--- src/rtl/sha3_pkg.sv ---
// Shared constants, squeeze FSM encoding and digest geometry helper for the SHA-3 squeeze path.
package sha3_pkg;

  localparam int unsigned STATE_SIZE = 1600;
  localparam int unsigned Z_WIDTH    = 64;
  localparam int unsigned IDX_W      = 5;

  typedef enum logic [1:0] {
    SQ_IDLE      = 2'd0,
    SQ_EMIT      = 2'd1,
    SQ_WAIT_PERM = 2'd2
  } sq_state_e;

  typedef struct packed {
    logic [IDX_W-1:0] dig_words;
    logic [3:0]       last_bytes;
  } digest_geom_t;

  // Word count rounds up; the last word carries 1..8 bytes.
  function automatic digest_geom_t digest_geom(input int unsigned digest_bits);
    digest_geom_t g;
    g.dig_words  = IDX_W'((digest_bits + 32'd63) / 32'd64);
    g.last_bytes = 4'(((digest_bits / 32'd8 - 32'd1) % 32'd8) + 32'd1);
    return g;
  endfunction

endpackage

--- src/rtl/sha3_squeeze_unit_if.sv ---
// Digest word stream from the squeeze unit to its consumer (valid/ready).
interface sha3_squeeze_unit_if;

  logic [0:sha3_pkg::Z_WIDTH-1] OUT_DATA;
  logic                         OUT_VALID;
  logic                         OUT_READY;
  logic                         OUT_LAST;
  logic [3:0]                   OUT_BYTES;

  modport master (
    output OUT_DATA,
    output OUT_VALID,
    input  OUT_READY,
    output OUT_LAST,
    output OUT_BYTES
  );

  modport slave (
    input  OUT_DATA,
    input  OUT_VALID,
    output OUT_READY,
    input  OUT_LAST,
    input  OUT_BYTES
  );

endinterface

--- src/rtl/sha3_squeeze_param_chk.sv ---
// Elaboration-time legality checks on the squeeze unit parameters.
module sha3_squeeze_param_chk #(
  parameter int unsigned R_BLOCK_SIZE = 1152,
  parameter int unsigned DIGEST_BITS  = 224
) ();

  if ((R_BLOCK_SIZE % 64) != 0) begin : g_rate_align
    $error("sha3_squeeze_unit: R_BLOCK_SIZE must be a multiple of 64");
  end

  if ((DIGEST_BITS % 8) != 0) begin : g_digest_align
    $error("sha3_squeeze_unit: DIGEST_BITS must be a multiple of 8");
  end

  if ((DIGEST_BITS < 8) || (DIGEST_BITS > R_BLOCK_SIZE)) begin : g_digest_range
    $error("sha3_squeeze_unit: DIGEST_BITS must lie in 8..R_BLOCK_SIZE");
  end

endmodule

--- src/rtl/sha3_word_select.sv ---
// Combinational extraction of one 64-bit rate word from the Keccak state, with
// the bytes beyond n_bytes_s forced to zero.
module sha3_word_select
  import sha3_pkg::*;
(
  input  logic [0:STATE_SIZE-1] state_s,
  input  logic [IDX_W-1:0]      idx_s,
  input  logic [3:0]            n_bytes_s,
  output logic [0:Z_WIDTH-1]    word_s
);

  localparam logic [0:Z_WIDTH-1] ONES = {Z_WIDTH{1'b1}};

  logic [10:0]          amt_s;
  logic [0:Z_WIDTH-1]   word_raw_s;
  logic [0:Z_WIDTH-1]   mask_s;

  // Bit 0 is the MSB, so word idx is moved down to the low 64 bits by a right shift.
  always_comb begin
    amt_s      = 11'(STATE_SIZE - Z_WIDTH) - {idx_s, 6'b000000};
    word_raw_s = Z_WIDTH'(state_s >> amt_s);
    mask_s     = ONES << (7'd64 - {n_bytes_s, 3'b000});
    word_s     = word_raw_s & mask_s;
  end

endmodule

--- src/rtl/sha3_squeeze_unit.sv ---
// Squeeze stage: captures the final Keccak state and streams the digest as 64-bit words.
// Build option SHA3_SQUEEZE_XOF_EN turns on extendable output with permutation requests.
module sha3_squeeze_unit
  import sha3_pkg::*;
#(
  parameter int unsigned R_BLOCK_SIZE = 1152,
  parameter int unsigned DIGEST_BITS  = 224
) (
  input  logic                  CLK,
  input  logic                  A_RST_N,
  input  logic [0:STATE_SIZE-1] STATE_IN,
  input  logic                  STATE_VALID,
  output logic                  BUSY,
  output logic                  PERM_REQ,
  input  logic                  PERM_DONE,
  input  logic                  STOP,
  sha3_squeeze_unit_if.master   digest
);

  logic stop_s;
  logic perm_done_s;

`ifdef SHA3_SQUEEZE_XOF_EN
  // The stream never ends by itself: wrap at the end of the rate and ask for more state.
  localparam bit               XOF_EN     = 1'b1;
  localparam logic [IDX_W-1:0] END_IDX    = IDX_W'(R_BLOCK_SIZE / 64 - 1);
  localparam logic [3:0]       LAST_BYTES = 4'd8;
  localparam logic             LAST_EN    = 1'b0;

  assign stop_s      = STOP;
  assign perm_done_s = PERM_DONE;
`else
  localparam bit               XOF_EN     = 1'b0;
  localparam digest_geom_t     GEOM       = digest_geom(DIGEST_BITS);
  localparam logic [IDX_W-1:0] END_IDX    = GEOM.dig_words - 5'd1;
  localparam logic [3:0]       LAST_BYTES = GEOM.last_bytes;
  localparam logic             LAST_EN    = 1'b1;

  logic unused_xof_s;
  assign stop_s       = 1'b0;
  assign perm_done_s  = 1'b0;
  assign unused_xof_s = ^{STOP, PERM_DONE};
`endif

  sha3_squeeze_param_chk #(
    .R_BLOCK_SIZE (R_BLOCK_SIZE),
    .DIGEST_BITS  (DIGEST_BITS)
  ) u_param_chk ();

  sq_state_e             fsm_r;
  sq_state_e             fsm_s;
  logic [0:STATE_SIZE-1] state_q_r;
  logic [IDX_W-1:0]      idx_r;
  logic [0:Z_WIDTH-1]    out_data_r;
  logic                  out_valid_r;
  logic                  out_last_r;
  logic [3:0]            out_bytes_r;
  logic                  perm_req_r;
  logic                  busy_r;

  logic                  xfer_s;
  logic                  capture_s;
  logic                  advance_s;
  logic                  perm_req_s;
  logic                  load_s;
  logic [0:STATE_SIZE-1] sel_state_s;
  logic [IDX_W-1:0]      sel_idx_s;
  logic [3:0]            sel_bytes_s;
  logic                  sel_last_s;
  logic [0:Z_WIDTH-1]    sel_word_s;

  assign xfer_s = out_valid_r & digest.OUT_READY;

  // Next-state logic; STOP outranks both end-of-rate and PERM_DONE.
  always_comb begin
    fsm_s      = fsm_r;
    capture_s  = 1'b0;
    advance_s  = 1'b0;
    perm_req_s = 1'b0;
    case (fsm_r)
      SQ_IDLE: begin
        if (STATE_VALID) begin
          fsm_s     = SQ_EMIT;
          capture_s = 1'b1;
        end else begin
          fsm_s = SQ_IDLE;
        end
      end
      SQ_EMIT: begin
        if (stop_s) begin
          fsm_s = SQ_IDLE;
        end else if (xfer_s && (idx_r == END_IDX)) begin
          if (XOF_EN) begin
            fsm_s      = SQ_WAIT_PERM;
            perm_req_s = 1'b1;
          end else begin
            fsm_s = SQ_IDLE;
          end
        end else if (xfer_s) begin
          advance_s = 1'b1;
        end else begin
          fsm_s = SQ_EMIT;
        end
      end
      SQ_WAIT_PERM: begin
        if (stop_s) begin
          fsm_s = SQ_IDLE;
        end else if (perm_done_s) begin
          fsm_s     = SQ_EMIT;
          capture_s = 1'b1;
        end else begin
          fsm_s = SQ_WAIT_PERM;
        end
      end
      default: begin
        fsm_s = SQ_IDLE;
      end
    endcase
  end

  // The word for the next cycle is selected one step early so the outputs are registers.
  always_comb begin
    load_s      = capture_s | advance_s;
    sel_state_s = capture_s ? STATE_IN : state_q_r;
    sel_idx_s   = capture_s ? {IDX_W{1'b0}} : (idx_r + 5'd1);
    sel_last_s  = LAST_EN & (sel_idx_s == END_IDX);
    sel_bytes_s = (sel_idx_s == END_IDX) ? LAST_BYTES : 4'd8;
  end

  sha3_word_select u_word_select (
    .state_s   (sel_state_s),
    .idx_s     (sel_idx_s),
    .n_bytes_s (sel_bytes_s),
    .word_s    (sel_word_s)
  );

  // FSM, captured state and word index.
  always_ff @(posedge CLK or negedge A_RST_N) begin
    if (!A_RST_N) begin
      fsm_r     <= SQ_IDLE;
      state_q_r <= {STATE_SIZE{1'b0}};
      idx_r     <= {IDX_W{1'b0}};
    end else begin
      fsm_r <= fsm_s;
      if (capture_s) begin
        state_q_r <= STATE_IN;
      end
      if (load_s) begin
        idx_r <= sel_idx_s;
      end
    end
  end

  // Output registers: a presented word holds until it is taken, then clears on leaving EMIT.
  always_ff @(posedge CLK or negedge A_RST_N) begin
    if (!A_RST_N) begin
      out_data_r  <= {Z_WIDTH{1'b0}};
      out_valid_r <= 1'b0;
      out_last_r  <= 1'b0;
      out_bytes_r <= 4'd0;
      perm_req_r  <= 1'b0;
      busy_r      <= 1'b0;
    end else begin
      out_valid_r <= (fsm_s == SQ_EMIT);
      busy_r      <= (fsm_s != SQ_IDLE);
      perm_req_r  <= perm_req_s;
      if (load_s) begin
        out_data_r  <= sel_word_s;
        out_last_r  <= sel_last_s;
        out_bytes_r <= sel_bytes_s;
      end else if (fsm_s != SQ_EMIT) begin
        out_data_r  <= {Z_WIDTH{1'b0}};
        out_last_r  <= 1'b0;
        out_bytes_r <= 4'd0;
      end
    end
  end

  assign digest.OUT_DATA  = out_data_r;
  assign digest.OUT_VALID = out_valid_r;
  assign digest.OUT_LAST  = out_last_r;
  assign digest.OUT_BYTES = out_bytes_r;
  assign PERM_REQ         = perm_req_r;
  assign BUSY             = busy_r;

endmodule

--- src/flat_wrapper.sv ---
// flat-port wrapper written by rule: the top's interface ports become plain ports
module sha3_squeeze_unit_flat import sha3_pkg::*;
#(
  parameter int unsigned R_BLOCK_SIZE = 1152,
  parameter int unsigned DIGEST_BITS  = 224
)
  (CLK, A_RST_N, STATE_IN, STATE_VALID, BUSY, PERM_REQ, PERM_DONE, STOP, digest_OUT_DATA, digest_OUT_VALID, digest_OUT_READY, digest_OUT_LAST, digest_OUT_BYTES);
  sha3_squeeze_unit_if digest_i ();
  input  logic CLK;
  input  logic A_RST_N;
  input  logic [0:STATE_SIZE-1] STATE_IN;
  input  logic STATE_VALID;
  output logic BUSY;
  output logic PERM_REQ;
  input  logic PERM_DONE;
  input  logic STOP;
  output wire logic [$bits(digest_i.OUT_DATA)-1:0] digest_OUT_DATA;
  output wire logic [$bits(digest_i.OUT_VALID)-1:0] digest_OUT_VALID;
  input wire logic [$bits(digest_i.OUT_READY)-1:0] digest_OUT_READY;
  output wire logic [$bits(digest_i.OUT_LAST)-1:0] digest_OUT_LAST;
  output wire logic [$bits(digest_i.OUT_BYTES)-1:0] digest_OUT_BYTES;
  assign digest_OUT_DATA = digest_i.OUT_DATA;
  assign digest_OUT_VALID = digest_i.OUT_VALID;
  assign digest_i.OUT_READY = digest_OUT_READY;
  assign digest_OUT_LAST = digest_i.OUT_LAST;
  assign digest_OUT_BYTES = digest_i.OUT_BYTES;
  sha3_squeeze_unit #(.R_BLOCK_SIZE(R_BLOCK_SIZE), .DIGEST_BITS(DIGEST_BITS)) u_core (.CLK(CLK), .A_RST_N(A_RST_N), .STATE_IN(STATE_IN), .STATE_VALID(STATE_VALID), .BUSY(BUSY), .PERM_REQ(PERM_REQ), .PERM_DONE(PERM_DONE), .STOP(STOP), .digest(digest_i));
endmodule
--- config.mk ---
export PLATFORM = sky130hd
export DESIGN_NAME = sha3_squeeze_unit_flat
export DESIGN_NICKNAME = d
export VERILOG_FILES = /design/src/rtl/sha3_pkg.sv /design/src/rtl/sha3_squeeze_unit_if.sv /design/src/rtl/sha3_squeeze_param_chk.sv /design/src/rtl/sha3_word_select.sv /design/src/rtl/sha3_squeeze_unit.sv /design/src/flat_wrapper.sv
export SDC_FILE = /design/constraint.sdc
export NUM_CORES = 2
export LEC_CHECK = 0
export BUFFER_PORTS_ARGS = -buffer_cell sky130_fd_sc_hd__clkbuf_2
export CORE_AREA = 3 3 645 647
export CTS_BUF_LIST = sky130_fd_sc_hd__clkbuf_8
export CTS_CLUSTER_DIAMETER = 120
export DETAILED_ROUTE_END_ITERATION = 16
export DIE_AREA = 0 0 648 650
export HOLD_SLACK_MARGIN = 0.06
export PLACE_DENSITY_LB_ADDON = 0.25
export SYNTH_ARGS = -nofsm -noshare
export SYNTH_HDL_FRONTEND = slang
export SYNTH_SLANG_ARGS = --single-unit
--- constraint.sdc ---
create_clock -name CLK -period 4.3 [get_ports CLK]
set_clock_uncertainty 0.1 [all_clocks]
set_input_delay 0.645 -clock CLK [delete_from_list [all_inputs] [get_ports CLK]]
set_output_delay 0.645 -clock CLK [all_outputs]
set_load 0.005 [all_outputs]
== Word-level counts from Yosys, hierarchy flattened ==
Cells that the tools add are included.

* Output and inout port bits: 72
* Flip-flop bits (word level): 1,678
* Bits of input ports: 1,606
* Logic and storage cells: 44

* Add/sub/neg operators: 3
* Reduce and logical (&&, ||, !) cells: 4
* Shifts and indexed selects: 2
* Bitwise logic cells: 3
* Eq/ne operators: 6
* Muxes and demuxes: 18

{| class="wikitable"
|+ Operators with widths
! operator !! number
|-
| 1600-bit 2-to-1 mux || 1
|-
| 1600-bit by 11-bit right shift with 64-bit output || 1
|-
| 64-bit 2-to-1 mux || 2
|-
| 64-bit bitwise AND || 1
|-
| 64-bit by 7-bit left shift with 64-bit output, first input constant || 1
|-
| 4-bit 2-to-1 mux || 3
|-
| 11-bit subtractor, first input constant || 1
|-
| 5-bit by 2-bit == test with 1-bit output, second input constant || 2
|-
| 1-bit 2-to-1 mux || 8
|-
| 7-bit subtractor, first input constant || 1
|-
| 2-bit one-hot mux with 3 select lines || 1
|-
| 5-bit by 1-bit adder with 5-bit output, second input constant || 1
|-
| 5-bit 2-to-1 mux || 1
|-
| 2-bit by 1-bit == test with 1-bit output, second input constant || 2
|-
| 2-bit 2-to-1 mux || 2
|-
| 2-bit nonzero test || 2
|-
| 2-bit == test, second input constant || 1
|-
| 2-bit zero test || 1
|-
| 2-bit by 1-bit inequality test with 1-bit output, second input constant || 1
|-
| 1-bit bitwise AND || 1
|-
| 1-bit logical AND || 1
|-
| 1-bit bitwise OR || 1
|}

== Longest topological paths before layout ==
* Depth after elaboration: 9
* Depth in mapped cells: 20
* Depth with buffers taken out: 10

== Hierarchy ==
A second synthesis with hierarchy kept.

* Cells, all modules: 8,140
* Area total of the unflattened synthesis: 76,973.8 um^2

{| class="wikitable"
|+ Modules (own cells, without submodules)
! module !! cells an instance !! sequential area each (um^2) !! instances !! area each (um^2)
|-
| sha3_squeeze_unit || 6,969 || 41,915.2 || 1 || 63,729.9
|-
| sha3_word_select || 1,171 || 0.0 || 1 || 13,244.0
|}

== Least setup slack after synthesis ==
Ideal clock, no wire load.

* Path type: input -> register
* Start: input STATE_VALID
* End: register u_core.out_data_r (netlist bit u_core.digest.OUT_DATA[22])
* Data arrival time: 4.052 ns
* Path slack: 0.013 ns
* Setup time: 0.135 ns
* Stages on the path: 18
* Required time: 4.065 ns
* Path buffers: 12
* Cells stage by stage: or3b_1 -> buf_2 -> buf_2 -> buf_2 -> buf_2 -> buf_2 -> buf_2 -> buf_2 -> nand2_1 -> ha_1 -> clkbuf_1 -> clkbuf_1 -> buf_1 -> buf_2 -> clkbuf_1 -> a21oi_1 -> o21ai_0 -> nand4_1

* Word-level cells in the longest chain between the ends: 9
* Elaborated cells on any way between the ends: 17
* Classes of those cells: add/sub: 2; eq/ne: 2; shift: 2; mux: 8; bitwise: 2; reduce/logical: 1

{| class="wikitable"
|+ Ends and longest elaborated chain
! element !! RTL line !! source
|-
| from (decl) || flat_wrapper.sv:12 || <nowiki>input logic STATE_VALID;</nowiki>
|-
| parallel branches: the longest is 9 deep, another holds 11-bit subtractor || n/a ||
|-
| to (signal assigned) || sha3_squeeze_unit.sv:157 || <nowiki>out_data_r <= {Z_WIDTH{1'b0}};</nowiki>
|-
| to (signal assigned) || sha3_squeeze_unit.sv:168 || <nowiki>out_data_r <= sel_word_s;</nowiki>
|-
| to (signal assigned) || sha3_squeeze_unit.sv:172 || <nowiki>out_data_r <= {Z_WIDTH{1'b0}};</nowiki>
|-
| to (decl) || sha3_squeeze_unit.sv:54 || <nowiki>logic [0:Z_WIDTH-1] out_data_r;</nowiki>
|}

Several ways; the timed one is not identified.
A chain may end at the register's enable or synchronous reset.

== Worst setup path after layout ==
* Start: register u_core.idx_r[0]
* End: register u_core.out_data_r (netlist bit u_core.digest.OUT_DATA[29])

* Word-level cells in the longest chain between the ends: 8
* Elaborated cells on any way between the ends: 19
* Classes of those cells: add/sub: 3; eq/ne: 3; shift: 2; mux: 7; bitwise: 2; reduce/logical: 2

{| class="wikitable"
|+ Ends and longest elaborated chain
! element !! RTL line !! source
|-
| from (decl) || sha3_squeeze_unit.sv:53 || <nowiki>logic [IDX_W-1:0] idx_r;</nowiki>
|-
| from (signal assigned) || sha3_squeeze_unit.sv:142 || <nowiki>idx_r <= {IDX_W{1'b0}};</nowiki>
|-
| from (signal assigned) || sha3_squeeze_unit.sv:149 || <nowiki>idx_r <= sel_idx_s;</nowiki>
|-
| parallel branches: the longest is 8 deep, another holds 11-bit subtractor || n/a ||
|}

Several ways; the timed one is not identified.

==> results.py <==
metrics = {
    "logic_synthesis": {
        "synth-edff-count": 0,
        "syn_inst": 9679,
        "synth.area.top_cells": "dfrtp_1 (51%), nand2_1 (23%), mux2i_1 (4.9%)",
        "synth_common_cells": "nand2_1 (5077), dfrtp_1 (1675), a21oi_1 (445)",
        "avgSynthCellArea_um2": 8.57,
        "synth_top_area_share_pct": 50.6,
        "synth_cell_types": 67,
        "yosys.cell_count.top_type": "nand2_1",
        "async_flop_share_pct": 100,
        "synth_area_leader_cell": "dfrtp_1",
        "netlist_area_um2": 82900,
        "seq_area_frac_synth_pct": 50.6,
        "yosysWarnings": 0,
        "synth-main-ff-cell": "dfrtp_1",
        "ys_ff_latch": 1675,
    },
    "clocking": {
        "clockRootBuffer": "clkbuf_8",
        "clk_pin_slew_worst_paths_ns": 0.07,
        "cts_setup_buffers": 0,
        "htree_levels": 5,
        "cts_tree": "done",
        "cts-buffers-inserted": 345,
        "cts_buffer_depth": 4,
        "clk_latency_ns": 1.10,
        "cts.sinks": 1675,
    },
    "worst_setup_path": {
        "endpoint_kind": "register",
        "arrival_ns": 5.00,
        "startpoint": "u_core.idx_r[0]",
        "required_ns": 5.18,
        "critPathMaxFanout": 17,
        "start_kind": "register",
        "worstPathCellList": "ha_1 > nand2_1 > ha_4 > or3_1 > nand2_8 > buf_12 > buf_12 > a211o_1 > o311ai_0 > buf_4 > a21oi_1 > or3_1",
        "slowest_delay_ns": 0.73,
        "worstSetupPathType": "register to register",
        "critical-path-top-delay-family": "compound AO/OA/AOI/OAI gates",
        "worstPathBufferInverterCount": 3,
        "slowest_stage": "a21oi_1",
        "r2r-start": "u_core.idx_r[0]",
    },
    "outcome": {
        "status": "finished, final reports clean",
    },
    "grt": {
        "gr-total-overflow": 0,
        "antenna_found_initial": 265,
        "grt_pass1_vias": 86800,
        "grt_max_degree": 178,
        "track_usage_pct": 23.4,
        "grt_pass1_wl_um": 690000,
    },
    "hold_path": {
        "hold_path.class": "input pin to async pin",
    },
    "sta": {
        "final.setup.worst_slack_ns": 0.186,
        "setup_tns_ns": 0,
        "min_period_over_period_pct": 95.7,
        "worst_slew_pin_slew_ns": 1.26,
        "hold_viol": 0,
        "setup_viol": 0,
        "fmax_mhz": 243,
        "timing.final.crit_period_ns": 4.11,
        "drv_slew": 0,
        "max-slew-margin-rel_pct": 15.2,
        "rsz0062_at_grt": "false",
    },
    "floorplan": {
        "die_h_um": 650,
        "initial_core_util_pct": 20.2,
        "die_w_um": 648,
        "ioPinCount": 1678,
        "rows": 235,
        "dieArea_um2": 421000,
        "core_um2": 410000,
    },
    "pwr": {
        "p_leak_nw": 62.5,
        "clkPwrFrac_pct": 17.9,
        "p_int_mw": 52.6,
        "irDropWorstVdd_mv": 1.03,
        "comb_power_share_pct": 55.6,
        "p_seq_share_pct": 26.5,
        "power.switching_mw": 47.8,
        "swShare_pct": 47.6,
        "powerDensity_nw_per_um2": 806,
    },
    "route": {
        "totalWireLength_um": 509000,
        "dr.pass1.iters": 8,
        "drt_first_iter_violations": 6385,
        "via_per_inst": 4.42,
        "vias": 84300,
        "postRouteAntennaNets": 0,
        "routedWlPerCell_um": 26.7,
        "post-route-drc-count": 0,
    },
    "placement": {
        "dpl.hpwl_um": 386000,
        "gp_congestion": 0.891,
        "post-place-ws_ns": 0.0848,
        "numPortBuffers": 1672,
    },
    "cells_and_area": {
        "area_delta_synth_final_pct": 50.2,
        "fin_nets": 14800,
        "layout-drive-gt1-share_pct": 22.3,
    },
    "run": {
        "maxCapViolCount": 0,
    },
}
-- sequential cells by signal (all words and copies together), names as in the netlist --
name and cells:
u_core.digest.OUT_BYTES 2, u_core.idx_r 5, u_core.digest.OUT_VALID 1, u_core.BUSY 1
u_core.state_q_r 1600, u_core.digest.OUT_DATA 64, u_core.fsm_r 2
-- through the flow --
stage	instances	util [%]	hold slack (ns)	power (mW)	area (um2)
after floorplan	9681	-	0.249	52.8	82900
after global placement	16500	24.2	0.348	82.0	99100
after detailed placement	16500	24.2	0.354	82.4	99100
after CTS	18900	30.3	0.0600	102	124000
after global routing	19000	30.3	0.143	107	124000
final	19000	30.4	0.215	100	125000
-- path summary, 6_finish.rpt --
| path | end | slack (ns) | cells after the start |
|---|---|---|---|
| max in group asynchronous | u_core.state_q_r[903] | 2.72 | 3 |
| min in group CLK | u_core.state_q_r[1090] | 0.22 | 4 |
| max reg2reg | u_core.digest.OUT_DATA[29] | 0.19 | 12 |
| min | u_core.state_q_r[253] | 0.21 | 2 |
| min reg2reg | u_core.state_q_r[17] | 0.37 | 2 |
| max | u_core.digest.OUT_DATA[29] | 0.19 | 12 |
-- metal layers --
layer  up-vias  global-route usage, %  part of all wire (%)
met2      3137                   37.3                    46
met4        84                   14.2                   6.9
li1      38800                      -                     -
met3      1286                   4.99                   5.9
met1     40900                   28.8                    41
met5         -                      0                  0.10
-- final cells by class --
class                   instances  area, um2
clock inverters               177       1160
multi-input cells            7319      38000
diodes                        170        425
flip-flops and latches       1675      41900
repair buffers               3797      30100
well taps                    5451       6820
inverters                       9       43.8
fillers                     43400     286000
clock buffers                 444       6110
-- placed cells by master, fill, tap and decap left out, drive strengths merged, types with 135 or more instances in the layout --
cell	n
mux4	145
mux2i	408
diode	170
o21ai	448
dfrtp	1675
a21oi	448
mux2	246
inv	135
clkbuf	2115
buf	355
dlygate4sd3	1771
nand2	5078
-- cells by family after synthesis --
group,count (synthesis),synth area share (%)
AOI/OAI and AO/OA,1236,8.75
xor gates and xnor gates,9,0.136
adders and majority gates,2,0.0302
buffers and inverters,687,4.00
DFF,1675,50.6
muxes,799,12.2
other,1,0.00452
and+or+nand+nor,5270,24.3
-- what timing repair did --
action	in CTS	in global routing
hold endpoints to repair	2263	0
hold buffers	1772	0
gates resized for setup	0	0
-- power groups by stage --
stage / clock network (mW) / registers [mW] / logic [mW]
floorplan: 0 / 25.3 / 27.5
global placement: 0 / 26.6 / 55.4
detailed placement: 0 / 26.7 / 55.7
CTS: 18.6 / 26.5 / 57.4
global route: 19.2 / 27.3 / 60.3
finish: 18.0 / 26.6 / 55.8
No activity file was read; power rests on OpenSTA's default activity.
